### config.mk
export PLATFORM = sky130hd
export DESIGN_NAME = fp32_mul_normalize
export DESIGN_NICKNAME = d
export VERILOG_FILES = /design/src/rtl/fp32_pkg.sv /design/src/rtl/fp32_round.sv /design/src/rtl/fp32_mul_normalize.sv
export SDC_FILE = /design/constraint.sdc
export NUM_CORES = 1
export LEC_CHECK = 0
export CAP_MARGIN = 20
export CORE_UTILIZATION = 40
export CTS_BUF_LIST = sky130_fd_sc_hd__clkbuf_4 sky130_fd_sc_hd__clkbuf_8
export CTS_CLUSTER_DIAMETER = 50
export DETAILED_ROUTE_END_ITERATION = 6
export PLACE_DENSITY = 0.7
export SYNTH_ARGS = -nofsm -noshare
export SYNTH_HDL_FRONTEND = slang
export SYNTH_SLANG_ARGS = --single-unit
### constraint.sdc
create_clock -name clk -period 2.89 [get_ports clk]
set_input_delay 0.578 -clock clk [delete_from_list [all_inputs] [get_ports clk]]
set_output_delay 0.578 -clock clk [all_outputs]
set_load 0.05 [all_outputs]
### src/rtl/fp32_pkg.sv
// Shared constants and types for the FP32 multiplier normalize/round stage.
// Optional feature macro: FP_ROUND_RNE_EN (round-to-nearest-even; else truncate).
package fp32_pkg;

   // in_exp arrives already re-biased by the unpack stage.
   localparam int FP32_BIAS    = 127;
   localparam int FP32_EXP_MAX = 255;

   localparam logic [31:0] FP32_QNAN = 32'h7FC0_0000;
   localparam logic [31:0] FP32_INF  = 32'h7F80_0000;

   localparam int WORD_W   = 32;
   localparam int FRAC_W   = 23;
   localparam int EXPF_W   = 8;
   localparam int EXP_IN_W = 10;
   localparam int EXP_W    = 11;
   localparam int MANT_W   = 48;
   localparam int SIGN_BIT = WORD_W - 1;

   localparam int FLAG_W   = 4;
   localparam int FLAG_OVF = 3;
   localparam int FLAG_UDF = 2;
   localparam int FLAG_INX = 1;
   localparam int FLAG_NAN = 0;

   typedef logic signed [EXP_W-1:0] exp_t;

   localparam exp_t EXP_OVF_LIM = exp_t'(FP32_EXP_MAX);
   localparam exp_t EXP_UDF_LIM = exp_t'(0);

   typedef struct packed {
      logic [WORD_W-1:0] result;
      logic [FLAG_W-1:0] flags;
   } res_t;

endpackage

### src/rtl/fp32_round.sv
// Combinational normalize, round and pack of a 48-bit significand product.
// Rounding is RNE when FP_ROUND_RNE_EN is defined, truncation otherwise.
module fp32_round
   import fp32_pkg::*;
(
   input  logic                sign,
   input  logic [EXP_IN_W-1:0] exp_in,
   input  logic [MANT_W-1:0]   mant,
   input  logic                nan,
   input  logic                inf,
   input  logic                zero,
   output res_t                res
);

   logic              hi;
   logic [MANT_W-2:0] norm;
   logic [FRAC_W-1:0] frac;
   logic              guard;
   logic              sticky;
   logic              inc;
   logic [FRAC_W:0]   sum;
   exp_t              exp_n;
   exp_t              exp_f;
   logic [WORD_W-1:0] sgn_w;

   // Align so the hidden bit sits just above the fraction, then round.
   always_comb begin
      hi     = mant[MANT_W-1];
      norm   = hi ? mant[MANT_W-2:0] : {mant[MANT_W-3:0], 1'b0};
      frac   = norm[MANT_W-2 -: FRAC_W];
      guard  = norm[MANT_W-2-FRAC_W];
      sticky = |norm[MANT_W-3-FRAC_W:0];
      exp_n  = $signed({exp_in[EXP_IN_W-1], exp_in})
             + $signed({{(EXP_W-1){1'b0}}, hi});
`ifdef FP_ROUND_RNE_EN
      inc    = guard & (sticky | frac[0]);
`else
      inc    = 1'b0;
`endif
      sum    = {1'b0, frac} + {{FRAC_W{1'b0}}, inc};
      exp_f  = exp_n + $signed({{(EXP_W-1){1'b0}}, sum[FRAC_W]});
   end

   // Pack with special-case and range priority.
   always_comb begin
      res   = '0;
      sgn_w = {sign, {SIGN_BIT{1'b0}}};
      if (nan) begin
         res.result          = FP32_QNAN;
         res.flags[FLAG_NAN] = 1'b1;
      end else if (inf) begin
         res.result = sgn_w | FP32_INF;
      end else if (zero) begin
         res.result = sgn_w;
      end else if (exp_f >= EXP_OVF_LIM) begin
         res.result          = sgn_w | FP32_INF;
         res.flags[FLAG_OVF] = 1'b1;
         res.flags[FLAG_INX] = 1'b1;
      end else if (exp_f <= EXP_UDF_LIM) begin
         res.result          = sgn_w;
         res.flags[FLAG_UDF] = 1'b1;
         res.flags[FLAG_INX] = 1'b1;
      end else begin
         res.result          = {sign, exp_f[EXPF_W-1:0], sum[FRAC_W-1:0]};
         res.flags[FLAG_INX] = guard | sticky;
      end
   end

endmodule

### src/rtl/fp32_mul_normalize.sv
// FP32 multiply back end: normalize/round/pack behind a valid/ready pipe.
// OUT_REG=1 adds an output register; FP_ROUND_RNE_EN selects RNE rounding.
module fp32_mul_normalize
   import fp32_pkg::*;
#(
   parameter int OUT_REG = 1
) (
   input  logic                clk,
   input  logic                rst,
   input  logic                in_valid,
   output logic                in_ready,
   input  logic                in_sign,
   input  logic [EXP_IN_W-1:0] in_exp,
   input  logic [MANT_W-1:0]   in_mant,
   input  logic                in_nan,
   input  logic                in_inf,
   input  logic                in_zero,
   output logic                out_valid,
   input  logic                out_ready,
   output logic [WORD_W-1:0]   out_result,
   output logic [FLAG_W-1:0]   out_flags
);

   res_t rnd;
   res_t s1_data;
   logic s1_valid;
   logic s1_adv;
   logic take;

   fp32_round u_round (
      .sign   (in_sign),
      .exp_in (in_exp),
      .mant   (in_mant),
      .nan    (in_nan),
      .inf    (in_inf),
      .zero   (in_zero),
      .res    (rnd)
   );

   assign in_ready = !s1_valid || s1_adv;
   assign take     = in_valid && in_ready;

   // Stage 1: capture the rounded result; drop valid once it moves on.
   always_ff @(posedge clk) begin
      if (rst) begin
         s1_valid <= 1'b0;
         s1_data  <= '0;
      end else if (take) begin
         s1_valid <= 1'b1;
         s1_data  <= rnd;
      end else if (s1_adv) begin
         s1_valid <= 1'b0;
      end
   end

   generate
      if (OUT_REG != 0) begin : g_oreg
         res_t s2_data;
         logic s2_valid;
         logic s2_free;

         assign s2_free = !s2_valid || out_ready;
         assign s1_adv  = s1_valid && s2_free;

         // Stage 2: output register, holds while downstream stalls.
         always_ff @(posedge clk) begin
            if (rst) begin
               s2_valid <= 1'b0;
               s2_data  <= '0;
            end else if (s1_adv) begin
               s2_valid <= 1'b1;
               s2_data  <= s1_data;
            end else if (out_ready) begin
               s2_valid <= 1'b0;
            end
         end

         assign out_valid  = s2_valid;
         assign out_result = s2_data.result;
         assign out_flags  = s2_data.flags;
      end else begin : g_nreg
         assign s1_adv     = s1_valid && out_ready;
         assign out_valid  = s1_valid;
         assign out_result = s1_data.result;
         assign out_flags  = s1_data.flags;
      end
   endgenerate

endmodule

After elaboration in Yosys (flattened, before gate mapping) --
Index checks and enable logic that the tools add are counted.
Storage, ports and cells: output and inout port bits 38, logic and storage cells 38, bits of input ports 66, register bits after elaboration 74
Cells by class: add/subtract/negate cells 1, magnitude comparators 2, bitwise gates (word level) 1, reductions and logical operators 9, multiplexer cells 19
Operators by type and width (count):
- 31-bit 2-to-1 mux | 4
- 47-bit 2-to-1 mux | 1
- 32-bit 2-to-1 mux | 1
- 23-bit OR reduction | 1
- 10-bit by 2-bit adder with 11-bit output | 1
- 11-bit by 9-bit >= comparator with 1-bit output, second input constant | 1
- 11-bit by 1-bit <= comparator with 1-bit output, second input constant | 1
- 1-bit 2-to-1 mux | 10
- 3-bit 2-to-1 mux | 3
- 2-bit nonzero test | 2
- 1-bit logical AND | 2
- 1-bit logical NOT | 2
- 1-bit logical OR | 2
- 1-bit bitwise OR | 1

Depth between registers and ports, before layout --
Gate-level depths: netlist of run 1.
word-level depth 8, gate-level depth with buffers 11, gate-level depth less buffers 8

Hierarchy --
A second synthesis of run 1 with hierarchy kept.
Unflattened totals: cells, all modules 474, area, all modules 4262.8 um^2
By module, submodules not included:
- fp32_mul_normalize | times used 1, area an instance 3081.7 um^2, cells each 329, seq. area each 1481.4 um^2
- fp32_round | times used 1, area an instance 1181.1 um^2, cells each 145, seq. area each 0.0 um^2

Least setup slack after synthesis of run 1 --
Ideal clock, no wire load.
path type input-to-reg, start in in_exp[0], end reg s1_data[18] (netlist bit), path slack 0.411 ns, arrival time 2.394 ns, library setup time 0.085 ns, cell stages on the path 10, path buffers 2, cell sequence ha_1 > ha_1 > buf_2 > and3_1 > nand3_2 > or3b_1 > nand2_1 > nand4_4 > buf_6 > o31ai_2
On the way: word-level cells in the longest chain between the ends 7, elaborated cells on any way between the ends 8, classes of those cells add/sub: 1; order compare: 2; mux: 5
RTL lines:
- start, declared | RTL line fp32_mul_normalize.sv:13 | input logic [EXP_IN_W-1:0] in_exp,
- 10-bit by 2-bit adder with 11-bit output (*) | RTL line fp32_round.sv:34 | + $signed({{(EXP_W-1){1'b0}}, hi});
- 11-bit by 1-bit <= comparator with 1-bit output | RTL line fp32_round.sv:59 | end else if (exp_f <= EXP_UDF_LIM) begin
- 31-bit 2-to-1 mux | RTL line fp32_round.sv:59
- 31-bit 2-to-1 mux (*) | RTL line fp32_round.sv:55 | end else if (exp_f >= EXP_OVF_LIM) begin
- 31-bit 2-to-1 mux (*) | RTL line fp32_round.sv:53 | end else if (zero) begin
- 31-bit 2-to-1 mux (*) | RTL line fp32_round.sv:51 | end else if (inf) begin
- 32-bit 2-to-1 mux (*) | RTL line fp32_round.sv:48 | if (nan) begin
- end signal, assigned | RTL line fp32_mul_normalize.sv:50 | s1_data <= rnd;
- end, declared | RTL line fp32_mul_normalize.sv:25 | res_t s1_data;
Mark *: on every way between the ends. The rest lies on a longest branch, timed or not. A chain may end at the register's enable or synchronous reset.

Final worst setup path of run 1 --
start in in_exp[0], end reg s1_data[33] (netlist bit)
The elaborated chain is that of the path after synthesis.

==> results of run 1 <==
## critical path, cell delays in order
cell and delay (ns):
sky130_fd_sc_hd__clkdlybuf4s50_1 0.44, sky130_fd_sc_hd__ha_1 0.23, sky130_fd_sc_hd__ha_1 0.19, sky130_fd_sc_hd__buf_4 0.16, sky130_fd_sc_hd__xnor2_1 0.16, sky130_fd_sc_hd__nor4_1 0.36
sky130_fd_sc_hd__o21ai_2 0.19, sky130_fd_sc_hd__o21ai_2 0.36, sky130_fd_sc_hd__o221a_2 0.25
## worst max path at each step
stage,start,end,slack [ns],cells past startpoint
CTS,in_exp[0],s1_data[27],0.27,9
floorplan,in_exp[0],s1_data[18],0.41,10
detailed placement,in_exp[0],s1_data[27],-0.09,9
global route,in_exp[0],s1_data[28],0.10,9
finish,in_exp[0],s1_data[33],0.25,9
global placement,in_exp[0],s1_data[28],0.04,9
## layout by cell type, fill, tap and decap left out, types with 2 or more instances in the layout
master,n
sky130_fd_sc_hd__a21oi_1,44
sky130_fd_sc_hd__a22o_1,3
sky130_fd_sc_hd__a31oi_1,2
sky130_fd_sc_hd__and2_1,4
sky130_fd_sc_hd__and3_1,2
sky130_fd_sc_hd__buf_12,2
sky130_fd_sc_hd__buf_4,20
sky130_fd_sc_hd__bufinv_16,2
sky130_fd_sc_hd__clkbuf_8,9
sky130_fd_sc_hd__clkdlybuf4s50_1,101
sky130_fd_sc_hd__dfxtp_1,74
sky130_fd_sc_hd__ha_1,2
sky130_fd_sc_hd__inv_1,2
sky130_fd_sc_hd__mux2i_1,23
sky130_fd_sc_hd__nand2_1,83
sky130_fd_sc_hd__nand3_1,4
sky130_fd_sc_hd__nand3b_1,24
sky130_fd_sc_hd__nand4_1,3
sky130_fd_sc_hd__nand4_4,2
sky130_fd_sc_hd__nor2_1,14
sky130_fd_sc_hd__nor3_1,5
sky130_fd_sc_hd__nor4_1,7
sky130_fd_sc_hd__o21ai_0,4
sky130_fd_sc_hd__o21ai_2,2
sky130_fd_sc_hd__o221a_2,8
sky130_fd_sc_hd__o31ai_1,2
sky130_fd_sc_hd__o31ai_2,19
sky130_fd_sc_hd__or3_1,2
sky130_fd_sc_hd__xnor2_1,4
sky130_fd_sc_hd__xor2_1,2
## cells by family after synthesis
group                    Yosys count
AND/OR/NAND/NOR                  160
AO/OA/AOI/OAI                     91
flip-flops                        74
buffers and inverters             32
multiplexers                      23
XOR/XNOR                           6
adder cells (fa/ha/maj)            2
## layer usage
| metal | vias up | GRT usage [%] | wire, um |
|---|---|---|---|
| li1 | 1595 | - | - |
| met1 | 1423 | 26.1 | 3880 |
| met2 | 89 | 30.6 | 3940 |
| met3 | 7 | 4.47 | 384 |
| met4 | 0 | 6.94 | 93 |
| met5 | - | 0 | 0 |
## state kept, by name, indices dropped and copies added, names as in the netlist
signal and count:
out_result 32, out_flags 4, s1_data 36, out_valid 1
s1_valid 1
## where the power goes
group	internal, mW	switching [mW]	leakage (nW)
Clock	0.498	0.384	0.110
Sequential	1.04	0.0116	0.600
Combinational	0.161	0.165	1.04
Total	1.70	0.560	1.75
## cells in the mapped netlist, types with 2 or more instances
| library cell | number | area share [%] |
|---|---|---|
| sky130_fd_sc_hd__inv_1 | 2 | 0.22 |
| sky130_fd_sc_hd__and2_1 | 4 | 0.72 |
| sky130_fd_sc_hd__nor2_1 | 14 | 1.5 |
| sky130_fd_sc_hd__nand4_4 | 2 | 1.2 |
| sky130_fd_sc_hd__buf_6 | 2 | 0.65 |
| sky130_fd_sc_hd__o21ai_2 | 2 | 0.50 |
| sky130_fd_sc_hd__a22o_1 | 3 | 0.76 |
| sky130_fd_sc_hd__xor2_1 | 2 | 0.50 |
| sky130_fd_sc_hd__a31oi_1 | 2 | 0.36 |
| sky130_fd_sc_hd__nand4_1 | 3 | 0.54 |
| sky130_fd_sc_hd__or3_1 | 2 | 0.36 |
| sky130_fd_sc_hd__buf_2 | 2 | 0.29 |
| sky130_fd_sc_hd__nand2_1 | 83 | 9.0 |
| sky130_fd_sc_hd__ha_1 | 2 | 0.72 |
| sky130_fd_sc_hd__nor2b_1 | 2 | 0.36 |
| sky130_fd_sc_hd__nor4_1 | 7 | 1.3 |
| sky130_fd_sc_hd__nand3b_1 | 24 | 5.2 |
| sky130_fd_sc_hd__o221a_2 | 8 | 2.6 |
| sky130_fd_sc_hd__o21ai_0 | 4 | 0.58 |
| sky130_fd_sc_hd__a21oi_1 | 44 | 6.3 |
| sky130_fd_sc_hd__o31ai_2 | 19 | 6.8 |
| sky130_fd_sc_hd__nor3_1 | 5 | 0.72 |
| sky130_fd_sc_hd__dfxtp_1 | 74 | 43 |
| sky130_fd_sc_hd__mux2i_1 | 23 | 6.6 |
| sky130_fd_sc_hd__clkbuf_1 | 25 | 2.7 |
| sky130_fd_sc_hd__o31ai_1 | 2 | 0.43 |
| sky130_fd_sc_hd__nand3_1 | 4 | 0.58 |
| sky130_fd_sc_hd__and3_1 | 2 | 0.36 |
| sky130_fd_sc_hd__xnor2_1 | 4 | 1.0 |
## area by class of cell
class / count / share of cell area, %
repair buffers: 124 / 24.6
well taps: 105 / 2.68
clock buffers: 10 / 2.68
flip-flops and latches: 74 / 30.2
inverters: 2 / 0.153
clock inverters: 6 / 1.84
multi-input cells: 282 / 37.8
## through the flow
stage	cell area [um2]	power, mW
2_1_floorplan	3470	1.24
3_3_place_gp	4680	1.40
3_5_place_dp	4680	1.40
4_1_cts	4900	2.27
5_1_grt	4900	2.35
6_report	4900	2.26
==> summary.md, run 1 <==
* **post-layout util** 59.1%
* **total standard cell area after synthesis** 3470 um2
* **total count of hold-check failures in the final report** 0
* **GRT Util Overall** 19.5%
* **Post-layout nets** 561
* **Worst R2R Start** s1_valid
* **CTS root buffer** sky130_fd_sc_hd__clkbuf_8
* **count of standard-cell rows** 33
* **Buffers on Ports** 103
* **final critical-path share of the clock period** 91.2%
* **most used flip-flop cell after synthesis** sky130_fd_sc_hd__dfxtp_1
* **static power due to leakage** 1.75 nW
* **Final Max Tran Viols** 0
* **CTS tree** done
* **count of synthesis-stage warnings from yosys** 0
* **Max-cap violations** 0
* **xor/xnor share of the synthesized area** 1.51%
* **Max Clk Rate** 0.379 GHz
* **area growth from synthesis to layout** 41.1%
* **cell count after synthesis** 388
* **GPL Wtd Cong** 0.835
* **vias per inst** 5.16
* **starting utilization of the core area** 41.9%
* **residual DRC count** 0
* **peak supply drop** 224 uV
* **count of state elements after synthesis** 74
* **ant diodes** 0
* **count of flip-flops with a built-in enable after synthesis** 0
* **Hold Worst Slack** 0.447 ns
* **FF-to-FF path depth** 7
* **required time of the worst setup path** 3.18 ns
* **multi-input logic area** 1850 um2
* **post-cts resize count** 0
* **minimum setup slack among reg-to-reg paths** 1.07 ns
* **core box area** 8300 um2
* **Pwr Density** 461 nW/um2
* **synthesized area per cell** 8.96 um2
* **average wire per cell in the routed design** 13.8 um
* **terminus of the critical flop-to-flop path** s1_data[5]
* **DRT antenna net count** 0
* **area share of and/or/nand/nor cells after synthesis** 23.7%
* **Crit path arrival time** 2.92 ns
* **Die Area** 9060 um2
* **hold-critical path endpoint** out_result[19]
* **Worst Path Max Fanout** 8
* **final global-route overflow total** 0
* **kind of end point of the critical path** register
* **synthesized netlist net count** 456
* **H-tree depth** 3
* **initial antenna violation count** 0
* **FF+latch area** 1480 um2
* **final setup skew** 0.00866 ns
* **ys async rst share** 0%
* **DRT Wirelength** 8300 um
* **worst min path class** register to register
* **number of setup violations in the final report** 0
* **minimum period implied by the final worst setup slack** 2.64 ns
* **vias in the first global route** 2,984
* **Synth cell types** 45
* **Compound-Gate Fraction of Synth Area** 20.7%
* **setup slack at placement** -0.0862 ns
* **count of fill cells added during filler insertion** 740
* **start point of the worst min-delay path** s1_data[23]
* **worst setup slack after layout** 0.254 ns
* **clk sinks** 74
* **share of synthesized area occupied by flip-flops and latches** 42.6%
* **dominant combinational cell family by area after synthesis** simple AND/OR/NAND/NOR gates
* **wire length of the first global-routing pass** 13,800 um
* **half-perimeter wire length after placement** 6110 um
* **Horiz. Die Dim** 95.2 um
* **share of synthesized cell area in full adder, half adder and majority cells** 0.720%
* **die span in y** 95.2 um
* **placed insts** 587
* **run status** complete, no violations
* **setup repair after global routing missed its margin** no
* **total iterations of the first detailed-routing run** 4
* **maximum number of pins on one net before global-route repair** 37
* **clock buffer count from CTS** 9
* **final standard cell count with taps included and fillers excluded** 603
* **register clock-pin slew on the reported worst setup and hold paths** 0.08 ns
* **type of the worst setup path** primary input to register
* **Hold Crit Depth** 2
* **Worst Tran Pin Value** 0.659 ns
* **starting DRC count in detailed routing** 132
* **multiplexer share of the synthesized area** 6.63%
* **Boundary Pins** 104
* **count of hold buffers inserted by post-cts repair** 0
* **kind of start point of the critical path** primary input
* **headroom to the max-slew limit** 56.1%
* **number of vias in the routed layout** 3,114
* **sum of negative setup slack** 0 ns
* **clock latency reported for the late side of the worst-skew pair** 0.35 ns
* **Clock Path Buffers** 2
* **fraction of final layout cells sized beyond drive strength 1** 15.7%
* **buffers inserted during post-CTS setup optimization** 0
Power figures use the tool's default switching activity.
==> inputs of run 2 (changes only) <==
--- a/config.mk
+++ b/config.mk
@@ -5,7 +5,6 @@
 export SDC_FILE = /design/constraint.sdc
 export NUM_CORES = 1
 export LEC_CHECK = 0
-export CAP_MARGIN = 20
 export CORE_UTILIZATION = 40
 export CTS_BUF_LIST = sky130_fd_sc_hd__clkbuf_4 sky130_fd_sc_hd__clkbuf_8
 export CTS_CLUSTER_DIAMETER = 50
==> results of run 2 <==
No change in the layout: final DEF, timing and power equal those of run 1.
==> inputs of run 3 (changes only) <==
--- a/config.mk
+++ b/config.mk
@@ -9,7 +9,8 @@
 export CTS_BUF_LIST = sky130_fd_sc_hd__clkbuf_4 sky130_fd_sc_hd__clkbuf_8
 export CTS_CLUSTER_DIAMETER = 50
 export DETAILED_ROUTE_END_ITERATION = 6
-export PLACE_DENSITY = 0.7
+export HOLD_SLACK_MARGIN = 0.02
+export PLACE_DENSITY = 0.82
 export SYNTH_ARGS = -nofsm -noshare
 export SYNTH_HDL_FRONTEND = slang
 export SYNTH_SLANG_ARGS = --single-unit
==> constraint.sdc (replaced) <==
create_clock -name clk -period 3.2 [get_ports clk]
set_input_delay 0.64 -clock clk [delete_from_list [all_inputs] [get_ports clk]]
set_output_delay 0.64 -clock clk [all_outputs]
set_load 0.05 [all_outputs]
==> run 3 against run 2 <==
  * Utilization fell by 1.5 points
  * Power fell by 14%
  * Non-clock buffer count fell by 12
  * Global-route usage fell by 0.74 points
  * Clock-buffer cell count did not move
  * Critical path depth rose by 2
  * Sequential power fell by 9.5%
  * Clock power fell by 19%
  * Largest cell class unchanged
  * Largest power group unchanged
  * Highest routed layer unchanged
==> summary.md, run 3 (same netlist as run 1, synthesis figures left out) <==
* **run status** complete, no violations
* **cell-by-cell trace of the critical path** clkdlybuf4s50_1, ha_1, ha_1, buf_4, nand3_1, o21ai_0, a21oi_1, o21ai_2, nand4_4, buf_12, o31ai_1
* **Worst Tran Pin Value** 0.866 ns
* **setup repair after global routing missed its margin** no
* **Clock Path Buffers** 2
* **worst min path class** register to register
* **start point of the worst min-delay path** s1_data[15]
* **die span in y** 95.2 um
* **starting DRC count in detailed routing** 76
* **cell area after placement** 4580 um2
* **buffers inserted during post-CTS setup optimization** 0
* **count of standard-cell rows** 33
* **static power due to leakage** 1.68 nW
* **DRT antenna net count** 0
* **clock buffer count from CTS** 9
* **H-tree depth** 3
* **initial antenna violation count** 0
* **sum of negative setup slack** 0 ns
* **residual DRC count** 0
* **Top reg by flops** s1_data
* **starting utilization of the core area** 41.9%
* **Crit path arrival time** 3.06 ns
* **half-perimeter wire length after placement** 5900 um
* **max FFs per register** 36
* **register clock-pin slew on the reported worst setup and hold paths** 0.09 ns
* **final critical-path share of the clock period** 87.7%
* **count of hold buffers inserted by post-cts repair** 0
* **maximum number of pins on one net before global-route repair** 46
* **Worst R2R Start** s1_valid
* **Boundary Pins** 104
* **final global-route overflow total** 0
* **cell area after layout** 4780 um2
* **total count of hold-check failures in the final report** 0
* **number of setup violations in the final report** 0
* **Max Clk Rate** 0.356 GHz
* **total iterations of the first detailed-routing run** 4
* **headroom to the max-slew limit** 42.3%
* **worst setup path start** in_mant[47]
* **Pwr Density** 408 nW/um2
* **average wire per cell in the routed design** 13.8 um
* **vias per inst** 5.24
* **type of the worst setup path** primary input to register
* **required time of the worst setup path** 3.45 ns
* **most frequent cells in the layout** sky130_fd_sc_hd__clkdlybuf4s50_1 (102), sky130_fd_sc_hd__nand2_1 (83), sky130_fd_sc_hd__dfxtp_1 (74)
* **post-cts resize count** 0
* **Buffers on Ports** 103
* **Post-layout nets** 549
* **final setup skew** 0.0139 ns
* **GPL Wtd Cong** 0.868
* **cell at the slowest stage of the critical path** sky130_fd_sc_hd__clkdlybuf4s50_1
* **GRT Util Overall** 18.8%
* **kind of start point of the critical path** primary input
* **peak supply drop** 261 uV
* **CTS tree** done
* **clock latency reported for the late side of the worst-skew pair** 0.35 ns
* **largest incremental delay on the critical path** 0.48 ns
* **fraction of final layout cells sized beyond drive strength 1** 13.4%
* **minimum period implied by the final worst setup slack** 2.81 ns
* **CTS root buffer** sky130_fd_sc_hd__clkbuf_8
* **most common library cell in the layout ignoring fill and taps** sky130_fd_sc_hd__clkdlybuf4s50_1
* **post-layout util** 57.6%
* **kind of end point of the critical path** register
* **core box area** 8300 um2
* **vias in the first global route** 2,991
* **area growth from synthesis to layout** 37.5%
* **Max-cap violations** 0
* **cell with the most instances on the worst path** sky130_fd_sc_hd__ha_1
* **Final Max Tran Viols** 0
* **number of vias in the routed layout** 3,095
* **Die Area** 9060 um2
* **DRT Wirelength** 8180 um
* **Horiz. Die Dim** 95.2 um
* **ant diodes** 0
* **wire length of the first global-routing pass** 13,400 um
* **Worst Path Max Fanout** 22
* **clk sinks** 74
[run 3: cell types whose count changed in the layout (fill, tap and decap cells not counted)]
cell / change
sky130_fd_sc_hd__clkinv_2: +1
sky130_fd_sc_hd__buf_4: -12
sky130_fd_sc_hd__buf_12: -1
sky130_fd_sc_hd__clkdlybuf4s50_1: +1
sky130_fd_sc_hd__bufinv_16: -1
sky130_fd_sc_hd__inv_6: +1
sky130_fd_sc_hd__clkinv_4: -1
[run 3: layout make-up]
type	instances	area [um2]
fill	747	3520
multi-input combinational	282	1850
sequential	74	1480
timing repair buffer	112	1110
clock buffer	10	131
tap	105	131
clock inverter	6	65.1
inverter	2	7.51
[run 3: per-stage QoR]
| step | worst slack [ns] | total power, mW | hold WS, ns | std cells |
|---|---|---|---|---|
| finish | 0.393 | 1.95 | 0.453 | 591 |
| global route | 0.218 | 2.02 | 0.465 | 591 |
| CTS | 0.413 | 1.96 | 0.455 | 591 |
| detailed placement | 0.0679 | 1.25 | 0.448 | 575 |
| global placement | 0.151 | 1.25 | 0.440 | 575 |
| floorplan | 0.659 | 1.12 | 0.432 | 388 |
[run 3: worst paths after layout]
kind                          to  slack [ns]  cells after the start
setup reg to reg     s1_data[30]        1.28                      6
hold / removal    out_result[11]        0.45                      2
hold reg to reg   out_result[11]        0.45                      2
setup / recovery      s1_data[4]        0.39                     11
[run 3: metal layers]
metal	part of all wire, %	track usage, %
met5	0	0
met3	5.2	2.55
met1	45	23.3
met2	49	32.8
met4	1.2	6.94
[run 3: power by group]
group / switching, mW / internal, mW
sequential: 0.0109 / 0.939
combinational: 0.146 / 0.136
clock: 0.347 / 0.372
total: 0.503 / 1.45
[run 3: worst max-delay path, delay by kind of cell]
family / cells / cell delay (ns)
AOI/OAI and AO/OA: 4 / 0.84
buffers and inverters: 3 / 0.82
and+or+nand+nor: 2 / 0.27
adders and majority gates: 2 / 0.46
